File: config.mk
export PLATFORM = sky130hd
export DESIGN_NAME = jtbubl_sndcomm_flat
export DESIGN_NICKNAME = d
export VERILOG_FILES = /design/src/rtl/jtbubl_sndcomm_if.sv /design/src/rtl/jtbubl_sndcomm.sv /design/src/flat_wrapper.sv
export SDC_FILE = /design/constraint.sdc
export NUM_CORES = 1
export LEC_CHECK = 0
export CAP_MARGIN = 20
export CELL_PAD_IN_SITES_DETAIL_PLACEMENT = 1
export CELL_PAD_IN_SITES_GLOBAL_PLACEMENT = 1
export CORE_MARGIN = 4
export CORE_UTILIZATION = 34
export DETAILED_ROUTE_END_ITERATION = 6
export PLACE_DENSITY_LB_ADDON = 0.1
export SYNTH_ARGS = -nofsm -noshare
export SYNTH_HDL_FRONTEND = slang
export SYNTH_SLANG_ARGS = --single-unit
export TNS_END_PERCENT = 10
File: constraint.sdc
create_clock -name clk24 -period 1.8 [get_ports clk24]
set_input_delay 0.18 -clock clk24 [delete_from_list [all_inputs] [get_ports clk24]]
set_output_delay 0.18 -clock clk24 [all_outputs]
set_load 0.1 [all_outputs]
File: src/rtl/jtbubl_sndcomm_if.sv
// Main-CPU / sound-CPU mailbox bus: command, reply, status and NMI signals.
// Purely structural, so no latency of its own.
// No backpressure: every select is a level-sensitive CPU access strobe.
//
// Port summary (named from the mailbox's point of view, i.e. the slave modport):
//   main_wr/main_din   : main CPU command write select and byte
//   main_rd/main_dout  : main CPU reply read select and reply byte
//   main_stat          : {overflow, reply_valid, cmd_pending}
//   snd_rd/snd_dout    : sound CPU command read select and queue head
//   snd_wr/snd_din     : sound CPU reply write select and byte
//   snd_nmien/nmidis   : sound CPU NMI enable/disable write selects
//   snd_nmi_n          : active-low NMI to the sound CPU
interface jtbubl_sndcomm_if;
    logic       main_wr;
    logic [7:0] main_din;
    logic       main_rd;
    logic [7:0] main_dout;
    logic [2:0] main_stat;
    logic       snd_rd;
    logic [7:0] snd_dout;
    logic       snd_wr;
    logic [7:0] snd_din;
    logic       snd_nmien;
    logic       snd_nmidis;
    logic       snd_nmi_n;

    // CPU side: drives selects and data, observes mailbox outputs.
    modport master (
        output main_wr, main_din, main_rd,
        output snd_rd, snd_wr, snd_din, snd_nmien, snd_nmidis,
        input  main_dout, main_stat, snd_dout, snd_nmi_n
    );

    // Mailbox side.
    modport slave (
        input  main_wr, main_din, main_rd,
        input  snd_rd, snd_wr, snd_din, snd_nmien, snd_nmidis,
        output main_dout, main_stat, snd_dout, snd_nmi_n
    );
endinterface

File: src/rtl/jtbubl_sndcomm.sv
// Command/reply mailbox between main Z80 and sound Z80, with per-command sound NMI.
// Latency: data/flags visible 1 clk after a select's rising edge; NMI falls 2 clks after a command write at the earliest.
// Backpressure: none; a command written while the queue is full is dropped and flagged as overflow.
//
// Ports: clk24 (system clock), rst_n (async active-low reset), cen (sound CPU
// clock enable, paces the NMI gap only), bus (jtbubl_sndcomm_if.slave).
// Parameters: NMI_GAP = minimum cen ticks of snd_nmi_n high between NMIs,
// FIFOAW = command queue address width (FIFO build only).
// Build option: define JTBUBL_SNDFIFO_EN for a 2^FIFOAW deep command FIFO;
// otherwise the command path is the single 8-bit latch of the original board.
module jtbubl_sndcomm #(
    parameter int NMI_GAP = 4,
    parameter int FIFOAW  = 2
) (
    input  logic            clk24,
    input  logic            rst_n,
    input  logic            cen,
    jtbubl_sndcomm_if.slave bus
);

    // ------------------------------------------------------------------
    // Select edge detection. sel_last resets to all ones so a strobe that
    // is already high when reset releases never counts as an access.
    // ------------------------------------------------------------------
    logic [5:0] sel;
    logic [5:0] sel_last_q, sel_last_d;
    logic [5:0] sel_edge;
    logic       mwr_edge, mrd_edge, srd_edge, swr_edge, nen_edge, ndis_edge;

    always_comb begin
        sel        = {bus.snd_nmidis, bus.snd_nmien, bus.snd_wr,
                      bus.snd_rd, bus.main_rd, bus.main_wr};
        sel_last_d = sel;
        sel_edge   = sel & ~sel_last_q;
    end

    assign mwr_edge  = sel_edge[0];
    assign mrd_edge  = sel_edge[1];
    assign srd_edge  = sel_edge[2];
    assign swr_edge  = sel_edge[3];
    assign nen_edge  = sel_edge[4];
    assign ndis_edge = sel_edge[5];

    // ------------------------------------------------------------------
    // Command path
    // ------------------------------------------------------------------
    logic [7:0] snd_dout_q, snd_dout_d;
    logic       cmd_pending_q, cmd_pending_d;
    logic       ovf_set;

`ifdef JTBUBL_SNDFIFO_EN
    localparam int DEPTH = 1 << FIFOAW;

    logic [7:0]        mem_q [DEPTH];
    logic [7:0]        mem_d [DEPTH];
    logic [FIFOAW-1:0] wr_ptr_q, wr_ptr_d;
    logic [FIFOAW-1:0] rd_ptr_q, rd_ptr_d;
    logic [FIFOAW:0]   cnt_q, cnt_d;
    logic              fifo_full, fifo_empty, push, pop;

    always_comb begin
        fifo_empty = (cnt_q == '0);
        fifo_full  = (cnt_q == (FIFOAW+1)'(DEPTH));
        pop        = srd_edge & ~fifo_empty;
        // A pop in the same cycle frees the slot, so a full queue still accepts.
        push       = mwr_edge & (~fifo_full | pop);
        ovf_set    = mwr_edge & fifo_full & ~pop;

        mem_d      = mem_q;
        wr_ptr_d   = wr_ptr_q;
        rd_ptr_d   = rd_ptr_q;
        cnt_d      = cnt_q;
        snd_dout_d = snd_dout_q;

        if (push) begin
            mem_d[wr_ptr_q] = bus.main_din;
            wr_ptr_d        = wr_ptr_q + 1'b1;
        end
        if (pop) begin
            rd_ptr_d = rd_ptr_q + 1'b1;
        end
        case ({push, pop})
            2'b10:   cnt_d = cnt_q + 1'b1;
            2'b01:   cnt_d = cnt_q - 1'b1;
            default: cnt_d = cnt_q;
        endcase

        // Present the new head; an emptied queue keeps showing the last byte.
        if (cnt_d != '0) begin
            snd_dout_d = mem_d[rd_ptr_d];
        end
        cmd_pending_d = (cnt_d != '0);
    end

    always_ff @(posedge clk24 or negedge rst_n) begin
        if (!rst_n) begin
            for (int i = 0; i < DEPTH; i++) begin
                mem_q[i] <= 8'h00;
            end
            wr_ptr_q <= '0;
            rd_ptr_q <= '0;
            cnt_q    <= '0;
        end else begin
            mem_q    <= mem_d;
            wr_ptr_q <= wr_ptr_d;
            rd_ptr_q <= rd_ptr_d;
            cnt_q    <= cnt_d;
        end
    end
`else
    // Single latch: a new write always replaces the byte. Overflow only
    // flags a lost byte, so a read in the same cycle consumes the old one.
    always_comb begin
        snd_dout_d    = snd_dout_q;
        cmd_pending_d = cmd_pending_q;
        ovf_set       = 1'b0;
        if (mwr_edge) begin
            snd_dout_d    = bus.main_din;
            cmd_pending_d = 1'b1;
            ovf_set       = cmd_pending_q & ~srd_edge;
        end else if (srd_edge) begin
            cmd_pending_d = 1'b0;
        end
    end
`endif

    // ------------------------------------------------------------------
    // Sticky overflow (read-to-clear by main CPU), reply register, NMI enable
    // ------------------------------------------------------------------
    logic       ovf_q, ovf_d;
    logic [7:0] reply_q, reply_d;
    logic       reply_vld_q, reply_vld_d;
    logic       nmi_en_q, nmi_en_d;

    always_comb begin
        ovf_d = ovf_q;
        if (mrd_edge) begin
            ovf_d = 1'b0;
        end
        // A fresh loss in the same cycle as the status read must not vanish.
        if (ovf_set) begin
            ovf_d = 1'b1;
        end

        reply_d     = reply_q;
        reply_vld_d = reply_vld_q;
        if (swr_edge) begin
            reply_d     = bus.snd_din;
            reply_vld_d = 1'b1;
        end else if (mrd_edge) begin
            reply_vld_d = 1'b0;
        end

        nmi_en_d = nmi_en_q;
        if (ndis_edge) begin
            nmi_en_d = 1'b0;
        end else if (nen_edge) begin
            nmi_en_d = 1'b1;
        end
    end

    // ------------------------------------------------------------------
    // NMI state machine
    // ------------------------------------------------------------------
    localparam int GW = (NMI_GAP < 1) ? 1 : $clog2(NMI_GAP + 1);
    localparam logic [GW-1:0] GAP_LOAD = GW'(NMI_GAP);

    typedef enum logic [1:0] {
        ST_IDLE   = 2'd0,
        ST_ASSERT = 2'd1,
        ST_GAP    = 2'd2
    } nmi_state_t;

    nmi_state_t    state_q, state_d;
    logic [GW-1:0] gap_q, gap_d;
    logic          nmi_n_q, nmi_n_d;

    // Next state
    always_comb begin
        state_d = state_q;
        case (state_q)
            ST_IDLE: begin
                if (nmi_en_q && cmd_pending_q && (gap_q == '0)) begin
                    state_d = ST_ASSERT;
                end
            end
            ST_ASSERT: begin
                // The sound CPU reading the command is its acknowledge.
                if (srd_edge || !nmi_en_q) begin
                    state_d = ST_GAP;
                end
            end
            ST_GAP: begin
                if (gap_q == '0) begin
                    state_d = ST_IDLE;
                end
            end
            default: state_d = ST_IDLE;
        endcase
    end

    // Outputs: gap counter and registered NMI line
    always_comb begin
        gap_d = gap_q;
        if ((state_q == ST_ASSERT) && (state_d == ST_GAP)) begin
            gap_d = GAP_LOAD;
        end else if ((state_q == ST_GAP) && cen && (gap_q != '0)) begin
            gap_d = gap_q - 1'b1;
        end
        // Register the line from the next state so it is glitch-free.
        nmi_n_d = (state_d != ST_ASSERT);
    end

    // ------------------------------------------------------------------
    // State registers
    // ------------------------------------------------------------------
    always_ff @(posedge clk24 or negedge rst_n) begin
        if (!rst_n) begin
            sel_last_q    <= '1;
            snd_dout_q    <= 8'hFF;
            cmd_pending_q <= 1'b0;
            ovf_q         <= 1'b0;
            reply_q       <= 8'hFF;
            reply_vld_q   <= 1'b0;
            nmi_en_q      <= 1'b0;
            state_q       <= ST_IDLE;
            gap_q         <= '0;
            nmi_n_q       <= 1'b1;
        end else begin
            sel_last_q    <= sel_last_d;
            snd_dout_q    <= snd_dout_d;
            cmd_pending_q <= cmd_pending_d;
            ovf_q         <= ovf_d;
            reply_q       <= reply_d;
            reply_vld_q   <= reply_vld_d;
            nmi_en_q      <= nmi_en_d;
            state_q       <= state_d;
            gap_q         <= gap_d;
            nmi_n_q       <= nmi_n_d;
        end
    end

    assign bus.main_dout = reply_q;
    assign bus.main_stat = {ovf_q, reply_vld_q, cmd_pending_q};
    assign bus.snd_dout  = snd_dout_q;
    assign bus.snd_nmi_n = nmi_n_q;

endmodule
File: src/flat_wrapper.sv
// flat-port wrapper written by rule: the top's interface ports become plain ports
module jtbubl_sndcomm_flat 
#(
    parameter int NMI_GAP = 4,
    parameter int FIFOAW  = 2
)
  (clk24, rst_n, cen, bus_main_wr, bus_main_din, bus_main_rd, bus_snd_rd, bus_snd_wr, bus_snd_din, bus_snd_nmien, bus_snd_nmidis, bus_main_dout, bus_main_stat, bus_snd_dout, bus_snd_nmi_n);
  jtbubl_sndcomm_if bus_i ();
  input  logic clk24;
  input  logic rst_n;
  input  logic cen;
  input wire logic [$bits(bus_i.main_wr)-1:0] bus_main_wr;
  input wire logic [$bits(bus_i.main_din)-1:0] bus_main_din;
  input wire logic [$bits(bus_i.main_rd)-1:0] bus_main_rd;
  input wire logic [$bits(bus_i.snd_rd)-1:0] bus_snd_rd;
  input wire logic [$bits(bus_i.snd_wr)-1:0] bus_snd_wr;
  input wire logic [$bits(bus_i.snd_din)-1:0] bus_snd_din;
  input wire logic [$bits(bus_i.snd_nmien)-1:0] bus_snd_nmien;
  input wire logic [$bits(bus_i.snd_nmidis)-1:0] bus_snd_nmidis;
  output wire logic [$bits(bus_i.main_dout)-1:0] bus_main_dout;
  output wire logic [$bits(bus_i.main_stat)-1:0] bus_main_stat;
  output wire logic [$bits(bus_i.snd_dout)-1:0] bus_snd_dout;
  output wire logic [$bits(bus_i.snd_nmi_n)-1:0] bus_snd_nmi_n;
  assign bus_i.main_wr = bus_main_wr;
  assign bus_i.main_din = bus_main_din;
  assign bus_i.main_rd = bus_main_rd;
  assign bus_i.snd_rd = bus_snd_rd;
  assign bus_i.snd_wr = bus_snd_wr;
  assign bus_i.snd_din = bus_snd_din;
  assign bus_i.snd_nmien = bus_snd_nmien;
  assign bus_i.snd_nmidis = bus_snd_nmidis;
  assign bus_main_dout = bus_i.main_dout;
  assign bus_main_stat = bus_i.main_stat;
  assign bus_snd_dout = bus_i.snd_dout;
  assign bus_snd_nmi_n = bus_i.snd_nmi_n;
  jtbubl_sndcomm #(.NMI_GAP(NMI_GAP), .FIFOAW(FIFOAW)) u_core (.clk24(clk24), .rst_n(rst_n), .cen(cen), .bus(bus_i));
endmodule
==> flow_summary.ini, run 1 <==
[placed_design]
placedCellCount = 183
io_buffers = 44
place_congestion = 0.721
dp_slack_ns = 0.333
dp_hpwl_mm = 2.24

[floorplanning]
fp.dieH_um = 69.6
ios = 45
core_region_area_um2 = 3660
initial_core_util_pct = 35.2
fp-row-count = 22
fp.dieW_um = 69.6
die-area_um2 = 4840

[final_layout]
fin_cells = 191
area_growth_pct = 57.4
drive_gt1_share_pct = 37.1
finalNetCount = 169
antenna_cells = 0
fillers = 359

[timing]
rsz0062_at_grt = no
finalWorstSetupSlack_ns = 0.325
tns_ns = 0
maxSlewHeadroom_pct = 73.2
tightest_slew_ns = 0.402
finalSetupViolations = 0
skew_ns = 0.00770
finalCritPeriodShare_pct = 82.0
finalHoldViolCount = 0
fin_crit_ns = 1.48
slew_viol_final = 0
fmax_mhz = 678

[yosys]
yosysWarnings = 0
syn-instance-count = 92
synth_flop_cell = dfstp_2
yosys.area.top_type = dfstp_2
synthesis.area_um2 = 1290
synthTopCellsByArea = dfstp_2 (47%), dfrtp_1 (17%), mux2_1 (14%)
ys_async_sr_fraction_pct = 100
avgSynthCellArea_um2 = 14.0
ys_ff_latch = 32
synth_edf_count = 0
yosysTopAreaCellShare_pct = 46.8
ys_types = 25
synth_fp_nets = 119
ys_seq_area_share_pct = 64.3

[global_routing]
grt_usage_pct = 13.6
overflow = 0
grtUsageMet1_pct = 15.1
grt_pass1_vias = 973
met3_usage_pct = 4.49
grt_max_degree = 33
grt-busiest-layer = met2
antenna_found_initial = 0
grt_pass1_wl_mm = 5.04
use_met2_pct = 23.2

[critical_path]
crit_fanout = 4
path_buf_inv = 1
cpPeakStageDelay_ns = 0.42
criticalPathCategory = reg -> reg
crit_family = flip-flops
cp.required_ns = 2.00
cp-start-kind = flop
slowest_stage = dfrtp_1
worstSetupEndpointType = flop
crit_chain = inv_1 > ha_1 > nor2b_1 > nand3b_1 > a211o_1
arrival_ns = 1.67

[pwr]
leakage_nw = 0.839
power.density_nw_per_um2 = 1120
ir_drop_mv = 0.580

[clock_tree]
clk_pin_slew_ns = 0.07
cts.sinks = 32
cts_resized = 0
clockBufferDepth = 2
htreeDepth = 2
cts_root_buffer = clkbuf_8
cts_hold_buf = 0
clkLatencyLatePin_ns = 0.27
cts_buffers = 5
cts_setup_buffers = 0
cts_tree = built

[routing]
drt_wl_total_mm = 2.91
dr.first_iter.drc_count = 29
drc = 0
ant_nets = 0
dr.pass1.iters = 4
wl_per_cell_um = 15.2
vias = 881
viasPerCell = 4.61

[hold_path]
min_path_type = in -> async

[run_status]
status = complete, no violations

[job]
cap_violations = 0
## metrics by stage
stage                     power, mW  area (um^2)  hold WS [ns]  utilization [%]
after global routing           2.36         2030         0.313             55.5
after CTS                      2.31         2030         0.306             55.5
after detailed placement       1.79         1950         0.475             53.3
final                          2.27         2030         0.307             55.5
after global placement         1.77         1950         0.462             53.3
after floorplan                1.43         1290        -0.116                -
## sequential cells by signal, indices dropped and copies added (netlist names)
register,cells
u_core.gap_q,3
u_core.nmi_en_q,1
u_core.ovf_q,1
u_core.reply_vld_q,1
u_core.bus.snd_nmi_n,1
u_core.bus.main_dout,8
u_core.cmd_pending_q,1
u_core.bus.snd_dout,8
u_core.state_q,2
u_core.sel_last_q,6
## path summary, 6_finish.rpt
path / start / end / slack, ns / depth (start not counted)
setup / recovery: u_core.gap_q[0] / u_core.bus.snd_nmi_n / 0.32 / 5
hold reg to reg: u_core.reply_vld_q / u_core.reply_vld_q / 0.48 / 1
setup reg to reg: u_core.gap_q[0] / u_core.bus.snd_nmi_n / 0.32 / 5
max in group asynchronous: rst_n / u_core.bus.main_dout[1] / 1.16 / 2
min in group clk24: bus_main_wr / u_core.sel_last_q[0] / 0.33 / 1
hold / removal: rst_n / u_core.ovf_q / 0.31 / 2
## routing by layer
metal / vias to the layer above / wire length, um
met5: - / 0
met4: 0 / 33
met3: 2 / 163
met2: 28 / 1570
met1: 440 / 1140
li1: 411 / -
## logic make-up after synthesis
group	count (synthesis)	synth area share, %
DFF	32	64.3
and+or+nand+nor	20	9.50
muxes	16	14.0
AOI/OAI and AO/OA	12	6.30
buffers and inverters	10	3.98
adders and majority gates	2	1.94
## worst register-to-register path, stage by stage, from the launching register on
cell,delay [ns]
dfrtp_1,0.42
inv_1,0.10
ha_1,0.19
nor2b_1,0.25
nand3b_1,0.14
a211o_1,0.31
## synthesized netlist by cell type (all sizes together), types with 2 or more instances
cell,instances
nand2b,5
a21o,2
buf,5
inv,5
nand3b,2
nor2,2
mux2,16
dfrtp,9
nor2b,4
a21oi,4
ha,2
nand2,3
dfstp,23
## final cells by class
type,instances,area [um^2],share of cell area (%)
clock buffer,8,80.1,3.94
inverter,5,18.8,0.924
multi-input combinational,50,409,20.1
sequential,32,830,40.9
tap,48,60.1,2.96
timing repair buffer,48,633,31.2
## layout by cell type (no fill, tap or decap)
cell type	count
nand2b_1	4
ha_1	2
buf_12	17
clkbuf_1	3
inv_1	5
a31oi_1	1
mux2_1	16
a21o_1	2
nor4_1	1
dfrtp_1	9
a311oi_1	1
nand3b_1	2
o21ai_0	1
nand2b_4	1
buf_4	7
a21oi_1	4
nor3_1	1
nand2_1	3
or4_1	1
a211oi_1	1
nor2_1	2
or2_1	1
clkdlybuf4s50_1	24
nor2b_1	4
a211o_1	1
a32o_1	1
clkbuf_8	5
dfstp_2	23
## power breakdown
group | internal, mW | switching, mW
sequential | 0.838 | 0.0686
combinational | 0.308 | 0.550
clock | 0.274 | 0.234
total | 1.42 | 0.853
Note: power is estimated with default switching activity, not from simulation.
==> run 2, diff against run 1 <==
--- a/config.mk
+++ b/config.mk
@@ -9,7 +9,7 @@
 export CELL_PAD_IN_SITES_DETAIL_PLACEMENT = 1
 export CELL_PAD_IN_SITES_GLOBAL_PLACEMENT = 1
 export CORE_MARGIN = 4
-export CORE_UTILIZATION = 34
+export CORE_UTILIZATION = 31
 export DETAILED_ROUTE_END_ITERATION = 6
 export PLACE_DENSITY_LB_ADDON = 0.1
 export SYNTH_ARGS = -nofsm -noshare
==> constraint.sdc (replaced) <==
create_clock -name clk24 -period 1.3 [get_ports clk24]
set_input_delay 0.13 -clock clk24 [delete_from_list [all_inputs] [get_ports clk24]]
set_output_delay 0.13 -clock clk24 [all_outputs]
set_load 0.1 [all_outputs]
==> run 2 against run 1 <==
  * Die area is 8.5% higher
  * Largest power group unchanged
  * Routed wire length fell by 2.9%
  * Fmax increased by 11%
  * Clock-buffer cell count shrank 1
  * Utilization fell by 1.2 points
  * The flow now finishes with violations (negative setup slack)
  * First-iteration DRC count is 59% lower
  * Register-to-register slack worse by 0.35 ns
  * Sequential cell count stayed put
  * Design area rose by 7.0%
  * Critical endpoint unchanged
  * Worst hold slack got worse by 0.093 ns
==> flow_summary.ini, run 2 (synthesized netlist as in run 1, its figures left out) <==
[run_status]
status = finished with violations
violations = negative setup slack

[clock_tree]
cts_tree = built
htreeDepth = 2
clk_pin_slew_ns = 0.06
clockBufferDepth = 2
clkLatencyLatePin_ns = 0.27
cts_root_buffer = clkbuf_8
cts_buffers = 5
cts.sinks = 32

[timing]
finalHoldViolCount = 0
slew_viol_final = 0
hold_ws_ns = 0.215
tightest_slew_ns = 0.264
rsz0062_at_grt = yes
finalSetupViolations = 2
fin_crit_ns = 1.33
maxSlewHeadroom_pct = 82.3
finalCritPeriodShare_pct = 102
tns_ns = -0.0327
finalWorstSetupSlack_ns = -0.0299
fmax_mhz = 752
skew_ns = 0.00392

[final_layout]
utilization_pct = 54.3
area_growth_pct = 68.4
drive_gt1_share_pct = 46.6
fillers = 387
design_area_um2 = 2170
multi_input_area_um2 = 437
mostFrequentLayoutCells = clkdlybuf4s50_1 (24), dfstp_2 (23), buf_12 (21)
finalNetCount = 175
fin_cells = 198
antenna_cells = 0
seqCellArea_um2 = 830
final_common_cell = clkdlybuf4s50_1

[global_routing]
grt_pass1_wl_mm = 4.57
grtUsageMet1_pct = 12.1
grt-busiest-layer = met2
grt_max_degree = 33
use_met2_pct = 20.5
grt_pass1_vias = 976
overflow = 0
met3_usage_pct = 4.57
grt_usage_pct = 11.6
antenna_found_initial = 0

[routing]
vias = 900
drt_wl_total_mm = 2.83
ant_nets = 0
wl_per_cell_um = 14.3
drc = 0
dr.pass1.iters = 2
viasPerCell = 4.55
dr.first_iter.drc_count = 12

[critical_path]
cp-start-kind = flop
criticalPathCategory = reg -> reg
cpPeakStageDelay_ns = 0.40
r2r-end = u_core.bus.snd_nmi_n
crit_fanout = 3
arrival_ns = 1.53
r2r_setup_slack_ns = -0.03
worstReg2RegStart = u_core.gap_q[1]
r2r_cells = 5
slowest_stage = dfrtp_1
cp.required_ns = 1.50
worstSetupEndpointType = flop
crit_chain = inv_2 > ha_2 > nor2b_4 > nand3b_1 > a211o_1

[pwr]
p_total_mw = 3.26
ir_drop_mv = 0.718
leakage_nw = 0.908
power.density_nw_per_um2 = 1500

[placed_design]
io_buffers = 44
dp_slack_ns = -0.105
placedCellCount = 189
place_congestion = 0.749
dp_hpwl_mm = 2.17
post_dp_cell_area_um2 = 2030

[job]
cap_violations = 0

[floorplanning]
fp.dieW_um = 72.5
initial_core_util_pct = 32.2
core_region_area_um2 = 4000
ios = 45
fp-row-count = 23
fp.dieH_um = 72.5
die-area_um2 = 5260

[hold_path]
min_path_type = in -> async
run 2: cell count changes in the layout (fill, tap and decap cells not counted), sizes merged:
cell    previous run  this run
clkbuf             8         7
buf               24        30
run 2: final cells by class:
type                       instances  area share [%]
inverter                           5           0.864
clock buffer                       7            4.44
sequential                        32            38.2
tap                               50            2.88
multi-input combinational         50            20.1
timing repair buffer              54            33.5
run 2: how the worst max path moves through the flow:
stage / start / end / slack, ns / cells after the start
floorplan: u_core.gap_q[0] / u_core.bus.snd_nmi_n / 0.02 / 5
global placement: bus_main_wr / u_core.bus.snd_dout[5] / -0.04 / 4
detailed placement: u_core.gap_q[0] / u_core.bus.snd_nmi_n / -0.10 / 5
CTS: u_core.gap_q[1] / u_core.bus.snd_nmi_n / -0.01 / 5
global route: u_core.gap_q[1] / u_core.bus.snd_nmi_n / -0.1 / 5
finish: u_core.gap_q[1] / u_core.bus.snd_nmi_n / -0.03 / 5
run 2: critical path: cells and delay by family, from the launching register on:
kind                       cells  cell delay, ns
and+or+nand+nor                2            0.29
AOI/OAI and AO/OA              1            0.31
DFF                            1            0.40
buffers and inverters          1            0.07
adders and majority gates      1            0.19
run 2: layer usage:
metal / vias to the layer above / wire length (um)
met5: - / 0
met4: 0 / 32
met3: 4 / 219
met2: 32 / 1490
met1: 442 / 1080
li1: 422 / -
run 2: power by group:
part	internal (mW)	switching [mW]	total [mW]	leakage, nW
clock network	0.470	0.318	0.788	0.0503
logic	0.462	0.756	1.22	0.504
registers	1.16	0.0953	1.26	0.354
total	2.09	1.17	3.26	0.908
run 2: timing repair:
item	in CTS	in global routing
gates resized for setup	5	4
buffers inserted	1	1
pin swaps	2	1
cloned	0	0
endpoints found under the setup margin	6	5
hold buffers	0	0
